==> config.mk <==
export PLATFORM = sky130hd
export DESIGN_NAME = csa_stream_accumulator
export DESIGN_NICKNAME = d
export VERILOG_FILES = /design/src/rtl/csa_stream_accumulator.sv
export SDC_FILE = /design/constraint.sdc
export NUM_CORES = 1
export LEC_CHECK = 0
export ABC_AREA = 1
export CAP_MARGIN = 10
export CORE_MARGIN = 3
export CORE_UTILIZATION = 55
export CTS_BUF_LIST = sky130_fd_sc_hd__clkbuf_2
export DETAILED_ROUTE_END_ITERATION = 10
export GPL_ROUTABILITY_DRIVEN = 0
export PLACE_DENSITY = 0.8
export SKIP_LAST_GASP = 1
export SLEW_MARGIN = 10
export SYNTH_ARGS = -nofsm -noshare
export SYNTH_HDL_FRONTEND = slang
export SYNTH_SLANG_ARGS = --single-unit
==> constraint.sdc <==
create_clock -name clk -period 3.4 [get_ports clk]
set_input_delay 0.68 -clock clk [delete_from_list [all_inputs] [get_ports clk]]
set_output_delay 0.68 -clock clk [all_outputs]
set_load 0.02 [all_outputs]
==> src/rtl/csa_stream_accumulator.sv <==
// Streaming carry-save accumulator: sums a group of unsigned operands in redundant (S, C) form,
// then resolves S + C to binary and hands the result off. Optional overflow flag: CSA_ACC_OVF_EN.
module csa_stream_accumulator #(
   parameter int DATA_W = 4,
   parameter int ACC_W  = 8
) (
   input  logic              clk,
   input  logic              rst,
   input  logic              in_valid,
   output logic              in_ready,
   input  logic [DATA_W-1:0] in_data,
   input  logic              in_last,
   output logic              out_valid,
   input  logic              out_ready,
   output logic [ACC_W-1:0]  out_data,
   output logic              out_ovf
);

   typedef enum logic [1:0] {
      ST_ACC     = 2'd0,
      ST_RESOLVE = 2'd1,
      ST_OUT     = 2'd2
   } state_t;

   state_t             r_state;
   state_t             w_state_nxt;
   logic [ACC_W-1:0]   r_s;
   logic [ACC_W-1:0]   r_c;
   logic [ACC_W-1:0]   r_out_data;
   logic [ACC_W-1:0]   w_d;
   logic [ACC_W-1:0]   w_maj;
   logic [ACC_W-1:0]   w_and;
   logic               w_c_zero;

   assign w_d      = ACC_W'(in_data);
   assign w_maj    = (r_s & r_c) | (r_s & w_d) | (r_c & w_d);
   assign w_and    = r_s & r_c;
   assign w_c_zero = (r_c == '0);

   assign in_ready  = (r_state == ST_ACC);
   assign out_valid = (r_state == ST_OUT);
   assign out_data  = r_out_data;

   always_comb begin
      w_state_nxt = r_state;
      case (r_state)
         ST_ACC:     if (in_valid && in_last) w_state_nxt = ST_RESOLVE;
         ST_RESOLVE: if (w_c_zero)            w_state_nxt = ST_OUT;
         ST_OUT:     if (out_ready)           w_state_nxt = ST_ACC;
         default:                             w_state_nxt = ST_ACC;
      endcase
   end

   // NOTE: all state uses non-blocking assignments so every register samples pre-edge values.
   always_ff @(posedge clk) begin
      if (rst) begin
         r_state    <= ST_ACC;
         r_s        <= '0;
         r_c        <= '0;
         r_out_data <= '0;
      end else begin
         r_state <= w_state_nxt;
         case (r_state)
            ST_ACC: begin
               if (in_valid) begin
                  r_s <= r_s ^ r_c ^ w_d;
                  r_c <= w_maj << 1;
               end
            end
            ST_RESOLVE: begin
               if (w_c_zero) begin
                  r_out_data <= r_s;
               end else begin
                  r_s <= r_s ^ r_c;
                  r_c <= w_and << 1;
               end
            end
            ST_OUT: begin
               if (out_ready) begin
                  r_s <= '0;
                  r_c <= '0;
               end
            end
            default: ;
         endcase
      end
   end

`ifdef CSA_ACC_OVF_EN
   logic r_ovf;

   // A carry leaving the MSB is exactly 2^ACC_W of lost value, so it marks a wrapped sum.
   always_ff @(posedge clk) begin
      if (rst) begin
         r_ovf <= 1'b0;
      end else begin
         case (r_state)
            ST_ACC:     if (in_valid && w_maj[ACC_W-1])   r_ovf <= 1'b1;
            ST_RESOLVE: if (!w_c_zero && w_and[ACC_W-1])  r_ovf <= 1'b1;
            ST_OUT:     if (out_ready)                    r_ovf <= 1'b0;
            default: ;
         endcase
      end
   end

   assign out_ovf = (r_state == ST_OUT) && r_ovf;
`else
   assign out_ovf = 1'b0;
`endif

endmodule

==> impl_results.md, run 1 <==
- Outcome: finished clean
- H-tree depth: 1
- Iteration-0 DRC Markers: 23
- VDD IR max: 0.000318 V
- CP arrival: 1.68 ns
- Avg Cell Area, Syn: 7.45 um2
- Wirelength per Cell: 13.1 um
- Clock slew at reported path FFs: 0.22 ns
- Startpoint types: flip-flop
- Hold Fails Final Rpt: 0
- 1st-pass router iterations: 4
- Vias: about 1300
- Clk buf depth: 2
- Dpl cell area: 1570 um2
- Total GRT Usage: around a fifth
- Synth top area share: 35.7%
- Clock power share: between 10% and 20%
- Drc violations: 0
- Switching power total: around 0.38 mW
- Post-DR vias/cell: 5.55
- Cells after synthesis: 188
- Largest net degree at the start of global routing: 24
- Die Ht: about 56 um
- Max Clk Rate: between 400 and 500 MHz
- PnR worst setup slack: 1.04 ns
- Nets: 227
- Die width: 56.5 um
- Dpl ws: about 1.2 ns
- Max stage delay on crit path: 0.62 ns
- Dpl hpwl: 2210 um
- Number of synthesized register bits: 25
- Sequential area share after synthesis: 35.7%
- Number of clock sinks: 25
- Row count: 17
- Seq pwr share: between 40% and 50%
- Resize count post-CTS: 0
- Total wire length: approximately 3000 um
- Layout cells sized above 1: 5.45%
- WP buf/inv: 2
- Cts bufs inserted: 3
- I/O pins: 20
- Max_slew headroom: 50.4%
- Port bufs: 18
- Number of warnings issued by yosys: 0
- Core Region: 2320 um2
- CP cell instances: inv_1 -> ha_1 -> clkdlybuf4s50_1
- Worst Max-Slew Pin Slew: 0.744 ns
- Overall power: 0.873 mW
- Final period demand of the worst path: 2.36 ns
- Initial Util: roughly three fifths
- Most common cell after layout, fill and taps aside: nand2_1
- Commonest non-fill, non-tap cells in the layout: nand2_1 (44), nand3_1 (30), a21oi_1 (26)
- Post-CTS Setup Bufs: 0
- Worst setup EP type: primary output
- Pwr/cell area: about 550 nW/um2
- Synth area leaders: dfxtp_1 (36%), nand2_1 (12%), ha_1 (11%)
- Final Instance Area: 1590 um2
- Unrepaired setup endpoints after global routing: false
- WP data required: about 2.7 ns
- Distinct cells, synth: 21
- Die ar.: 3190 um2
- Hold_ws: 0.474 ns
- Sw frac: between 40 and 50%
- Combinational Power Share: 44.6%
- Number of global-route vias before repair: 1235
- Setup total negative slack: 0 ns
- Detail Route Antenna Nets: 0
- # diodes: 0
- Mapped Nets: 212
- Int Pwr: about 0.5 mW
- Post-Syn Area: 1400 um2
- Crit Path Category: flip-flop to primary output
- Area leader, netlist: dfxtp_1
- Period utilization: 69.3%
- Initial antenna violation count: 0
- CP max stage cell: clkdlybuf4s50_1
- Max Cap Viol: 0
- CTS root buf: clkbuf_2
- Worst path top cell family by delay: buffers and inverters
- Final Max Tran Viols: 0
- CTS tree: yes
- Syn-to-layout area delta: 13.7%
- CP Max Fanout: 4
- Clk_lat worst skew: 0.35 ns
- Clock skew: 0.0138 ns
- First-pass GRT wire length: 5050 um
- Gr ovfl total: 0
- Cts hold-fix bufs: 0
- Worst Hold Class: flip-flop to flip-flop
- Lkg Pwr: 0.669 nW
- Final setup violation count: 0
[layout make-up]
cell class              instances  area, um2
fillers                       200        727
multi-input cells             136        781
clock buffers                   3       15.0
clock inverters                 1       5.00
well taps                      28       35.0
inverters                      18       67.6
flip-flops and latches         25        500
repair buffers                 19        188
[sequential cells by signal (all words and copies together) (netlist names)]
name and flops:
r_c 7, out_data 8, r_state 2, r_s 8
[logic make-up (layout without fill, tap and decap cells)]
kind of cell | after synthesis | count (layout) | share of synthesized area, %
and+or+nand+nor | 92 | 92 | 30.4
AOI/OAI and AO/OA | 28 | 28 | 10.1
buffers and inverters | 27 | 41 | 8.49
DFF | 25 | 25 | 35.7
adders and majority gates | 15 | 15 | 15.0
other | 1 | 1 | 0.268
[cell usage after synthesis]
master	count
inv_1	17
o21ai_0	1
buf_6	1
fa_1	3
buf_2	5
buf_4	1
nor2_8	1
nand2_2	1
nand2_1	44
a21oi_1	26
ha_1	12
clkbuf_1	2
dfxtp_1	25
nor2_1	12
conb_1	1
nand3_1	30
nand2_4	2
nor2_4	1
nor3_1	1
o22ai_1	1
inv_2	1
[tightest hold or removal path, cell delays in order, from the launching register on]
cell and delay, ns:
dfxtp_1 0.36, nand2_1 0.06, a21oi_1 0.05
[final timing paths]
path | startpoint | endpoint | slack [ns] | depth (start not counted)
max reg2reg | r_state[1]$_SDFFE_PP0P_ | r_s[2]$_SDFFE_PP0P_ | 1.45 | 6
min | out_data[1]$_SDFFE_PP0P_ | out_data[1]$_SDFFE_PP0P_ | 0.47 | 2
min reg2reg | out_data[1]$_SDFFE_PP0P_ | out_data[1]$_SDFFE_PP0P_ | 0.47 | 2
max | r_state[1]$_SDFFE_PP0P_ | in_ready | 1.04 | 3
[through the flow]
step / std cells / util (%)
finish: 230 / 68.6
global route: 230 / 68.6
CTS: 230 / 68.6
detailed placement: 226 / 67.8
global placement: 226 / 67.8
floorplan: 188 / -
[power by group through the flow]
stage                     clock, mW  combinational [mW]  sequential (mW)
after global routing          0.129               0.436            0.374
after detailed placement          0               0.387            0.375
final                         0.115               0.390            0.368
after floorplan                   0               0.304            0.368
after CTS                     0.116               0.389            0.369
after global placement            0               0.370            0.372
[routing by layer]
layer / share of wire (%) / global-route usage [%]
met1: 42 / 22.1
met3: 4.5 / 4.60
met4: 1.6 / 7.12
met2: 52 / 34.5
met5: 0 / 0
Power figures use the tool's default switching activity.
==> run 2, diff against run 1 <==
--- a/config.mk
+++ b/config.mk
@@ -8,11 +8,11 @@
 export ABC_AREA = 1
 export CAP_MARGIN = 10
 export CORE_MARGIN = 3
-export CORE_UTILIZATION = 55
+export CORE_UTILIZATION = 50
 export CTS_BUF_LIST = sky130_fd_sc_hd__clkbuf_2
 export DETAILED_ROUTE_END_ITERATION = 10
 export GPL_ROUTABILITY_DRIVEN = 0
-export PLACE_DENSITY = 0.8
+export PLACE_DENSITY = 0.77
 export SKIP_LAST_GASP = 1
 export SLEW_MARGIN = 10
 export SYNTH_ARGS = -nofsm -noshare
==> constraint.sdc (replaced) <==
create_clock -name clk -period 2 [get_ports clk]
set_input_delay 0.4 -clock clk [delete_from_list [all_inputs] [get_ports clk]]
set_output_delay 0.4 -clock clk [all_outputs]
set_load 0.02 [all_outputs]
==> run 2 against run 1 <==
- clock power up 77%
- sequential share of layout area down 0.67 points
- global-route usage up 1.0 points
- combinational power up 79%
- first-iteration DRC count up 130%
- setup slack worse by 0.89 ns
- critical path depth unchanged
- flip-flop and latch count unchanged
- design area up 2.4%
- non-clock buffer count up 5
- hold slack better by 0.0050 ns
- total power up 75%
- largest cell class unchanged
- largest power group unchanged
==> impl_results.md, run 2 (synthesis results as in run 1) <==
- Dpl hpwl: 2250 um (was 2210 um)
- 1st-pass router iterations: 4 (unchanged)
- Clock skew: 0.00953 ns (was 0.0138 ns)
- Flop-to-flop setup slack: 0.30 ns (was 1.45 ns)
- Max Cap Viol: 0 (unchanged)
- Vias: 1295 (was 1277)
- Initial Util: 54.5% (was 60.4%)
- Multi-input gate area: 781 um2 (unchanged)
- Crit Path Category: flip-flop to primary output (unchanged)
- Number of clock sinks: 25 (unchanged)
- Final setup violation count: 0 (unchanged)
- Nets: 232 (was 227)
- Clk_lat worst skew: 0.36 ns (was 0.35 ns)
- Highest metal used: met4 (unchanged)
- Total wire length: 3090 um (was 3020 um)
- Die width: 58.9 um (was 56.5 um)
- CTS root buf: clkbuf_2 (unchanged)
- Outcome: finished clean (unchanged)
- Most common cell after layout, fill and taps aside: nand2_1 (unchanged)
- Die ar.: 3470 um2 (was 3190 um2)
- Period utilization: between 90% and 100%
- Lkg Pwr: 0.698 nW (was 0.669 nW)
- Die Ht: 58.9 um (was 56.5 um)
- Met3 WL post-DR: 154 um (was 137 um)
- Largest net degree at the start of global routing: 24 (unchanged)
- VDD IR max: 0.000669 V (was 0.000318 V)
- CP Max Fanout: 4 (unchanged)
- Met1 wire length: 1380 um (was 1280 um)
- Drc violations: 0 (unchanged)
- Unrepaired setup endpoints after global routing: false (unchanged)
- Final Max Tran Viols: 0 (unchanged)
- WP buf/inv: 2 (unchanged)
- Wirelength per Cell: 13.0 um (was 13.1 um)
- Hold Fails Final Rpt: 0 (unchanged)
- CTS tree: yes (unchanged)
- H-tree depth: 1 (unchanged)
- Cts bufs inserted: 3 (unchanged)
- Row count: 18 (was 17)
- # diodes: 0 (unchanged)
- Pwr/cell area: 936 nW/um2 (was 549 nW/um2)
- WP data required: 1.60 ns (was 2.72 ns)
- Iteration-0 DRC Markers: 52 (was 23)
- Commonest non-fill, non-tap cells in the layout: nand2_1 (44), nand3_1 (30), a21oi_1 (26) (unchanged)
- Post-DR vias/cell: 5.46 (was 5.55)
- Final Core Density: 63.5% (was 68.6%)
- Storage cell area: 502 um2 (was 500 um2)
- First-pass GRT wire length: 5420 um (was 5050 um)
- CP max stage cell: dfxtp_1 (was clkdlybuf4s50_1)
- I/O pins: 20 (unchanged)
- Detail Route Antenna Nets: 0 (unchanged)
- Clock slew at reported path FFs: 0.23 ns (was 0.22 ns)
- Worst setup EP type: primary output (unchanged)
- CP arrival: 1.44 ns (was 1.68 ns)
- Worst path top cell family by delay: buffers and inverters (unchanged)
- Layout fillers: 244 (was 200)
- Core Region: 2570 um2 (was 2320 um2)
- Initial antenna violation count: 0 (unchanged)
- Port bufs: 18 (unchanged)
- Startpoint types: flip-flop (unchanged)
- Max stage delay on crit path: 0.43 ns (was 0.62 ns)
- Final period demand of the worst path: 1.84 ns
- Worst Hold Class: flip-flop to flip-flop (unchanged)
- Layout cells sized above 1: 8.21% (was 5.45%)
- Max Clk Rate: 542 MHz
- Cts hold-fix bufs: 0 (unchanged)
- Number of global-route vias before repair: 1270 (was 1235)
- Total GRT Usage: 20.4% (was 19.3%)
- Met2 routed WL: 1520 um (was 1560 um)
- Syn-to-layout area delta: 16.4% (was 13.7%)
- Gr ovfl total: 0 (unchanged)
- CP cell instances: inv_1 -> ha_1 -> dlygate4sd2_1 (was inv_1 -> ha_1 -> clkdlybuf4s50_1)
- Clk buf depth: 2 (unchanged)
- Setup total negative slack: 0 ns (unchanged)
## run 2: cell types whose count changed in the layout (fill, tap and decap cells not counted), sizes merged
cell,change
clkdlybuf4s50,-2
dlygate4sd2,+2
buf,+5
## run 2: cell type report
cell class                      instances  share of cell area, %
Timing Repair Buffer                   24                   13.7
Sequential cell                        25                   30.8
Tap cell                               30                   2.30
Multi-Input combinational cell        136                   47.9
Clock inverter                          1                  0.307
Clock buffer                            3                  0.921
Inverter                               18                   4.14
## run 2: through the flow
step	setup WS, ns	hold WS, ns	std cells	cell area, um2	power, mW
global route	0.0572	0.512	237	1630	1.65
finish	0.156	0.479	237	1630	1.53
detailed placement	0.165	0.454	233	1610	1.34
CTS	0.135	0.480	237	1630	1.53
global placement	0.252	0.448	233	1610	1.30
floorplan	0.414	0.447	188	1400	1.14
## run 2: path summary, 6_finish.rpt
check	depth (start not counted)	to	start
min	2	out_data[1]$_SDFFE_PP0P_	out_data[1]$_SDFFE_PP0P_
max	3	in_ready	r_state[1]$_SDFFE_PP0P_
max reg2reg	8	r_c[6]$_SDFFE_PP0P_	r_state[1]$_SDFFE_PP0P_
min reg2reg	2	out_data[1]$_SDFFE_PP0P_	out_data[1]$_SDFFE_PP0P_
## run 2: repair_timing
item / 4_1_cts / 5_1_grt
gates resized for setup: 3 / 0
endpoints found under the setup margin: 2 / 0
setup buffers: 0 / 0
## run 2: worst reg2reg max path, delay by kind of cell (launching register included)
kind                     cells  cell delay, ns
buffers and inverters        2            0.29
AO/OA/AOI/OAI                1            0.20
AND/OR/NAND/NOR              4            0.50
adder cells (fa/ha/maj)      1            0.24
flip-flops                   1            0.43
## run 2: metal layers
metal,GRT usage (%),vias up
met2,33.9,37
met5,0,-
met1,25.2,608
met3,3.73,4
li1,-,646
met4,9.71,0
## run 2: power by group
part / total, mW / switching (mW) / internal [mW]
Sequential: 0.622 / 0.0646 / 0.558
Clock: 0.204 / 0.158 / 0.0453
Combinational: 0.700 / 0.451 / 0.248
Total: 1.53 / 0.674 / 0.851
